### src/rtl/opmem_pkg.sv
// opmem_pkg: shared encodings for operand-select mode and add/subtract control.
package opmem_pkg;
    typedef enum logic [1:0] {
        OPM_AB   = 2'b00,
        OPM_BOFF = 2'b01,
        OPM_AOFF = 2'b10,
        OPM_ZERO = 2'b11
    } opm_e;
    typedef enum logic {
        AS_ADD = 1'b0,
        AS_SUB = 1'b1
    } add_sub_e;
endpackage

### src/rtl/ula_param.sv
// ula_param: WIDTH-bit adder/subtractor with carry-out and signed overflow.
module ula_param
    import opmem_pkg::*;
#(
    parameter int WIDTH = 64
) (
    input  logic [WIDTH-1:0] a,
    input  logic [WIDTH-1:0] b,
    input  logic             soma_sub,
    output logic [WIDTH-1:0] result,
    output logic             carry,
    output logic             overflow
);
    logic [WIDTH-1:0] b_eff;
    always_comb begin
        b_eff = (soma_sub == AS_SUB) ? ~b : b;
        {carry, result} = {1'b0, a} + {1'b0, b_eff} + {{WIDTH{1'b0}}, soma_sub};
        overflow = (a[WIDTH-1] == b_eff[WIDTH-1]) && (result[WIDTH-1] != a[WIDTH-1]);
    end
endmodule

### src/rtl/operacao_memoria_pipe.sv
// operacao_memoria_pipe: two-stage valid/ready operand-select and add/sub pipeline.
// Define OPMEM_FLAGS_EN to add the {zero, carry, overflow} flags output.
module operacao_memoria_pipe
    import opmem_pkg::*;
#(
    parameter int WIDTH    = 64,
    parameter int OFFSET_W = 16,
    parameter int TAG_W    = 4
) (
    input  logic                clk,
    input  logic                rst_n,
    input  logic                in_valid,
    output logic                in_ready,
    input  logic [WIDTH-1:0]    dinA,
    input  logic [WIDTH-1:0]    dinB,
    input  logic [OFFSET_W-1:0] offset,
    input  logic [1:0]          op_mem_i,
    input  logic                add_sub,
    input  logic [TAG_W-1:0]    tag_in,
    output logic                out_valid,
    input  logic                out_ready,
    output logic [WIDTH-1:0]    dout,
    output logic [WIDTH-1:0]    doutA,
    output logic [WIDTH-1:0]    doutB,
    output logic [TAG_W-1:0]    tag_out
`ifdef OPMEM_FLAGS_EN
    ,
    output logic [2:0]          flags
`endif
);
    logic               s1_valid_q, s1_valid_d, s2_valid_q, s2_valid_d;
    logic [WIDTH-1:0]   x_q, x_d, y_q, y_d, a1_q, a1_d, b1_q, b1_d;
    logic               as_q, as_d;
    logic [TAG_W-1:0]   t1_q, t1_d, t2_q, t2_d;
    logic [WIDTH-1:0]   dout_q, dout_d, a2_q, a2_d, b2_q, b2_d;
    logic               s1_adv, s2_adv, accept, ld2;
    logic [WIDTH-1:0]   off_ext, sel_x, sel_y, alu_res;
    logic               alu_c, alu_v;

    assign s2_adv   = !s2_valid_q || out_ready;
    assign s1_adv   = !s1_valid_q || s2_adv;
    assign accept   = in_valid && s1_adv;
    assign ld2      = s2_adv && s1_valid_q;
    assign in_ready = s1_adv;
    assign off_ext  = WIDTH'($signed(offset));
    assign sel_x    = (op_mem_i == OPM_AB || op_mem_i == OPM_AOFF) ? dinA :
                      (op_mem_i == OPM_BOFF) ? dinB : '0;
    assign sel_y    = (op_mem_i == OPM_AB) ? dinB : (op_mem_i == OPM_ZERO) ? '0 : off_ext;

    ula_param #(.WIDTH(WIDTH)) u_ula (
        .a        (x_q),
        .b        (y_q),
        .soma_sub (as_q),
        .result   (alu_res),
        .carry    (alu_c),
        .overflow (alu_v)
    );

    always_comb begin
        s1_valid_d = s1_adv ? in_valid : s1_valid_q;
        x_d        = accept ? sel_x : x_q;
        y_d        = accept ? sel_y : y_q;
        as_d       = accept ? add_sub : as_q;
        a1_d       = accept ? dinA : a1_q;
        b1_d       = accept ? dinB : b1_q;
        t1_d       = accept ? tag_in : t1_q;
        s2_valid_d = s2_adv ? s1_valid_q : s2_valid_q;
        dout_d     = ld2 ? alu_res : dout_q;
        a2_d       = ld2 ? a1_q : a2_q;
        b2_d       = ld2 ? b1_q : b2_q;
        t2_d       = ld2 ? t1_q : t2_q;
    end

    always_ff @(posedge clk or negedge rst_n) begin
        if (!rst_n) begin
            s1_valid_q <= 1'b0;
            s2_valid_q <= 1'b0;
            x_q        <= '0;
            y_q        <= '0;
            as_q       <= 1'b0;
            a1_q       <= '0;
            b1_q       <= '0;
            t1_q       <= '0;
            dout_q     <= '0;
            a2_q       <= '0;
            b2_q       <= '0;
            t2_q       <= '0;
        end else begin
            s1_valid_q <= s1_valid_d;
            s2_valid_q <= s2_valid_d;
            x_q        <= x_d;
            y_q        <= y_d;
            as_q       <= as_d;
            a1_q       <= a1_d;
            b1_q       <= b1_d;
            t1_q       <= t1_d;
            dout_q     <= dout_d;
            a2_q       <= a2_d;
            b2_q       <= b2_d;
            t2_q       <= t2_d;
        end
    end

    assign out_valid = s2_valid_q;
    assign dout      = dout_q;
    assign doutA     = a2_q;
    assign doutB     = b2_q;
    assign tag_out   = t2_q;

`ifdef OPMEM_FLAGS_EN
    logic [2:0] flags_q, flags_d;
    assign flags_d = ld2 ? {alu_res == '0, alu_c, alu_v} : flags_q;
    always_ff @(posedge clk or negedge rst_n) begin
        if (!rst_n) flags_q <= '0;
        else        flags_q <= flags_d;
    end
    assign flags = flags_q;
`else
    logic unused_alu_flags;
    assign unused_alu_flags = alu_c ^ alu_v;
`endif
endmodule

### config.mk
export PLATFORM = sky130hd
export DESIGN_NAME = operacao_memoria_pipe
export DESIGN_NICKNAME = d
export VERILOG_FILES = /design/src/rtl/opmem_pkg.sv /design/src/rtl/ula_param.sv /design/src/rtl/operacao_memoria_pipe.sv
export SDC_FILE = /design/constraint.sdc
export NUM_CORES = 1
export LEC_CHECK = 0
export BUFFER_PORTS_ARGS = -buffer_cell sky130_fd_sc_hd__buf_4
export CAP_MARGIN = 10
export CORE_MARGIN = 2
export CORE_UTILIZATION = 50
export CTS_BUF_LIST = sky130_fd_sc_hd__clkbuf_4 sky130_fd_sc_hd__clkbuf_8
export DETAILED_ROUTE_END_ITERATION = 12
export PLACE_DENSITY_LB_ADDON = 0.1
export SYNTH_ARGS = -nofsm -noshare
export SYNTH_HDL_FRONTEND = slang
export SYNTH_HIERARCHICAL = 1
export SYNTH_SLANG_ARGS = --single-unit
### constraint.sdc
create_clock -name clk -period 3.4 [get_ports clk]
set_input_delay 0.34 -clock clk [delete_from_list [all_inputs] [get_ports clk]]
set_output_delay 0.34 -clock clk [all_outputs]
set_load 0.02 [all_outputs]
# ---- Yosys cells after proc, flatten, opt, wreduce, memory -nomap -nowiden
# Index checks and enable logic that the tools add are counted.
# W data, S select, Z words.
dict set report word_totals {
  regBits 459
  latch_bits 0
  mem_bits_rw 0
  mem_bits_ro 0
  inputBits 155
  out_inout_bits 198
  mem_count 0
}
dict set report classes {
  addsub 2
  multipliers 0
  div 0
  n_lt_le_gt_ge 0
  eq_ne 3
  shift 0
  n_mux 5
  bitwise_logic 1
  reduce_logical 8
}
# operator count
set ops {}
lappend ops {{$mux W64} 5}
lappend ops {{$add A64 B1 Y64} 1}
lappend ops {{$add A64 B64 Y64} 1}
lappend ops {{$not A64 Y64} 1}
lappend ops {{$eq A2 B2 Y1 const B} 2}
lappend ops {{$logic_or A1 B1 Y1} 3}
lappend ops {{$eq A2 B1 Y1 const B} 1}
lappend ops {{$logic_and A1 B1 Y1} 2}
lappend ops {{$logic_not A1 Y1} 2}
lappend ops {{$logic_not A2 Y1} 1}

# ---- Depth between registers and ports, before layout
dict set report depth {
  ltp_word 4
  mapped_depth 15
  mapped_depth_nobuf 13
}

# ---- Hierarchy
# The synthesis kept the hierarchy.
# mod n_inst cells_each area_per_inst_um2 seq_area_each_um2
set modules_own_cells {}
lappend modules_own_cells {operacao_memoria_pipe 1 1370 19474.9 11486.0}
lappend modules_own_cells {ula_param 1 689 4774.6 0.0}

# ---- Worst setup path after synthesis
# Ideal clock, no wire load.
dict set report synth_timing {
  path_type {flip-flop to flip-flop}
  startpoint {reg as_q}
  endpoint {reg dout_q[63] (netlist: dout[63])}
  setup_ns 0.125
  arrival_ns 3.449
  required_ns 3.275
  slack_ns -0.174
  path_stages_with_launch 16
  path_buffers 3
  period_less_slack_ns 3.574
  path_cell_list {dfrtp_1 buf_4 buf_1 xor2_1 ha_1 buf_2 nand2_1 o21ai_1 a21oi_1 o221ai_1 o21ai_2 or4_4 a2111oi_2 or4b_1 o211ai_1 mux2_2}
}
dict set report synth_via {
  elab_chain_cells 3
}
# element line_no
set synth_rtl {}
lappend synth_rtl {{start: declaration} operacao_memoria_pipe.sv:33} ;# logic as_q, as_d;
lappend synth_rtl {{start signal: assignment} operacao_memoria_pipe.sv:93} ;# as_q <= as_d;
lappend synth_rtl {{$mux W64} ula_param.sv:16} ;# b_eff = (soma_sub == AS_SUB) ? ~b : b;
lappend synth_rtl {{$add A64 B64 Y64} ula_param.sv:17} ;# {carry, result} = {1'b0, a} + {1'b0, b_eff} + {{WIDTH{1'b0}}, soma_sub};
lappend synth_rtl {{$add A64 B1 Y64 *} ula_param.sv:17}
lappend synth_rtl {{named net alu_res[63]} operacao_memoria_pipe.sv:37} ;# logic [WIDTH-1:0] off_ext, sel_x, sel_y, alu_res;
lappend synth_rtl {{end signal: assignment} operacao_memoria_pipe.sv:97} ;# dout_q <= dout_d;
lappend synth_rtl {{end: declaration} operacao_memoria_pipe.sv:35} ;# logic [WIDTH-1:0] dout_q, dout_d, a2_q, a2_d, b2_q, b2_d;
# Mark *: on every way through the listed nets, which the timed path passes. The rest lies on a longest branch.
# A chain may end at the register's enable or synchronous reset.

# ---- Worst setup path after layout
dict set report layout_timing {
  startpoint {reg as_q}
  endpoint {reg dout_q[53] (netlist: dout[53])}
}
# The elaborated chain is that of the path after synthesis.

==> summary.txt <==
Status
  – Run status: finished, violations left
  – Violated checks: setup timing

Floorplanning
  – Horizontal extent of the die: 224 µm
  – Boundary Pins: ~350
  – Die Ht: about 220 µm
  – Std-Cell Core Area: 47700 µm²
  – Cell Rows: 80
  – Die area: about 50000 µm²
  – Initial cell density of the core: just over 50%

GRT
  – First-pass GRT wire length: a little over 100000 µm
  – Grt ovf: 0
  – Via count of the first global-routing pass: ~19000
  – Maximum number of pins on one net before global-route repair: 84
  – Initial antenna violation count: 1
  – Total routing usage reported by global routing: 25.8%

Clocking
  – Clock network latency to the later pin of the worst-skew pair: approximately 0.7 ns
  – Number of H-tree levels: 3
  – Num Clock Sinks: ~460
  – Clock slew at the register clock pins of the worst setup and hold paths: around 0.06 ns
  – Max Root-Sink Buffers: 3
  – Clock tree from TritonCTS: built
  – Total clock buffers created by CTS: 80
  – Clock root buffer master: sky130_fd_sc_hd__clkbuf_8

Finish
  – Number of nets in the final layout: 2886
  – Layout Area Growth over Synthesis: 33.0%
  – Final core occ: between 60 and 70%
  – Final instance area: approximately 32000 µm²
  – Area used by multi-input combinational logic: ~12000 µm²
  – Reg area: between 10000 and 15000 µm²
  – Filler Cell Count: approximately 3600
  – Fraction of final layout cells with drive strength greater than 1: 41.4%

Power and ir drop
  – Power per standard cell area: about 750 nW/µm²
  – Worst VDD drop: between 0.0004 and 0.0005 V
  – Leakage power total: approximately 0.015 µW

Drt
  – Top metal layer carrying routed signals: met4
  – Routed length on met2: between 30000 and 40000 µm
  – Via-to-Cell Ratio: around 5.5
  – DR DRC count: 0
  – Vias post-DR: 18300
  – Routed length per instance: between 15 and 20 µm
  – Final wirelength: 65200 µm
  – Drt first pass iters: 5
  – Violation count after the first detailed-route iteration: approximately 1000
  – Wl on met1: about 29000 µm
  – WL met3: ~3800 µm
  – Count of nets left with antenna violations after detail routing: 0

Critical path
  – Number of buffers and inverters on the critical path: 3
  – Critical path cell sequence: buf_12 -> xor2_1 -> ha_2 -> nand4_1 -> or3_4 -> a211o_1 -> nand3_2 -> o2111ai_2 -> buf_4 -> a2111oi_4 -> buf_4 -> nor2_2 -> xnor2_1 -> mux2_4
  – Slowest-stage cell, CP: sky130_fd_sc_hd__dfrtp_4
  – Largest delay share family, worst path: simple AND/OR/NAND/NOR gates
  – Type of the setup path with the least slack: reg -> reg
  – Startpoint type of the worst setup path: register
  – Endpoint arrival time on the critical path: between 4 and 5 ns
  – Maximum single-stage delay on the critical path: between 0.5 and 0.6 ns
  – CP Data Required Time: between 3 and 4 ns
  – Highest net fanout along the worst path: 8
  – Critical Path Most Common Cell: sky130_fd_sc_hd__buf_4
  – CP Capture Type: register

Yosys
  – Post-synthesis area per instance: around 12 µm²
  – Count of synthesis-stage warnings from yosys: 6
  – Number of cells produced by synthesis: 2040
  – Area of the mapped netlist: between 20000 and 25000 µm²
  – Number of nets in the synthesized netlist: roughly 2300

Timing
  – Final count of hold timing violations: 0
  – Worst setup margin: -0.177 ns
  – Final clock period utilization by the worst path: 105%
  – Clock Skews: between 0.03 and 0.04 ns
  – Number of failing setup endpoints in the final timing report: 17
  – Max-slew violations: 0
  – Worst-margin pin slew: 0.941 ns
  – Achievable frequency: approximately 280 MHz
  – Post-route minimum period: approximately 3.6 ns
  – RSZ-0062 raised after global routing: true
  – Rel. slew slack: between 30% and 40%

Placement
  – Final weighted congestion in routability-driven placement: 0.900
  – Placed cell area: around 28000 µm²
  – Input/output buffers: 352
  – DP HPWL: between 40000 and 50000 µm

Run
  – Number of max-cap violations: 0

Min path
  – Worst hold path type: in -> reg
[registers in the layout, indices dropped and copies added, names as in the netlist]
name / count
y_q: 64
doutA: 64
doutB: 64
b1_q: 64
x_q: 64
as_q: 1
t1_q: 4
a1_q: 64
dout: 64
tag_out: 4
s1_valid_q: 1
out_valid: 1
[final timing paths]
kind / endpoint / start / slack, ns / cells after the start
max: dout[53]$_DFFE_PN0P_ / as_q$_DFFE_PN0P_ / -0.18 / 14
min: out_valid$_DFFE_PN0P_ / out_ready / 0.10 / 3
max in group asynchronous: a1_q[54]$_DFFE_PN0P_ / rst_n / 2.22 / 3
min reg2reg: t1_q[2]$_DFFE_PN0P_ / t1_q[2]$_DFFE_PN0P_ / 0.49 / 1
max reg2reg: dout[53]$_DFFE_PN0P_ / as_q$_DFFE_PN0P_ / -0.18 / 14
min in group asynchronous: a1_q[18]$_DFFE_PN0P_ / rst_n / 0.29 / 2
[layout make-up]
type                       count  area share, %
antenna                        1        0.00779
clock buffer                 122           4.76
clock inverter                19          0.647
inverter                      16          0.187
multi-input combinational   1403           37.8
sequential                   459           35.8
tap                          615           2.40
timing repair buffer         707           18.5
[where the power goes]
part | leakage [µW] | internal (µW) | total (µW) | switching, µW
clock network | 0.000911 | 3170 | 5470 | 2300
registers | 0.00538 | 6780 | 7570 | 792
logic | 0.00857 | 5390 | 10900 | 5540
total | 0.0149 | 15300 | 24000 | 8640
[routing by layer]
layer | GRT usage [%] | vias up
met4 | 6.69 | 0
met1 | 34.7 | 9135
met2 | 42.0 | 453
li1 | - | 8570
met5 | 0 | -
met3 | 6.47 | 103
[repair_timing]
item | 4_1_cts | 5_1_grt
gates resized for setup | 38 | 64
buffers inserted | 11 | 15
hold endpoints to repair | 279 | 0
pin swaps | 30 | 45
endpoints found under the setup margin | 25 | 32
hold buffers | 150 | 0
cloned | 2 | 1
[stage by stage]
step	power [µW]	hold slack, ns	instances	TNS, ns	setup slack, ns
5_1_grt	25300	0.0873	3342	-4.67	-0.306
2_1_floorplan	13500	0.0444	2040	0	0.0398
6_report	24000	0.102	3342	-1.30	-0.177
3_5_place_dp	17700	0.408	3023	-1.98	-0.342
4_1_cts	23600	0.0613	3327	-1.53	-0.162
3_3_place_gp	17500	0.407	3023	-0.861	-0.177
[cells in the final DEF (no fill, tap or decap), drive strengths merged, types with 4 or more instances in the layout]
| cell | count |
|---|---|
| clkbuf | 123 |
| nand4 | 24 |
| nor2b | 74 |
| nand3 | 22 |
| and2 | 6 |
| and3 | 5 |
| mux2i | 67 |
| mux2 | 378 |
| o211ai | 5 |
| o21bai | 14 |
| clkinvlp | 5 |
| nand2b | 9 |
| dfrtp | 459 |
| a21oi | 290 |
| a31oi | 11 |
| xnor2 | 32 |
| o31ai | 4 |
| a21o | 47 |
| a2111oi | 4 |
| clkinv | 10 |
| bufinv | 4 |
| or3 | 6 |
| ha | 63 |
| o21a | 10 |
| o21ai | 76 |
| buf | 556 |
| nor2 | 40 |
| nand2 | 52 |
| inv | 16 |
| xor2 | 87 |
| nor3 | 7 |
| o221a | 4 |
| a2bb2oi | 15 |
| dlygate4sd3 | 150 |
[worst min-delay path, cell delays in order]
cell and delay (ns):
sky130_fd_sc_hd__buf_4 0.09, sky130_fd_sc_hd__nand2b_1 0.23, sky130_fd_sc_hd__nand2b_1 0.08
Power figures use the tool's default switching activity.
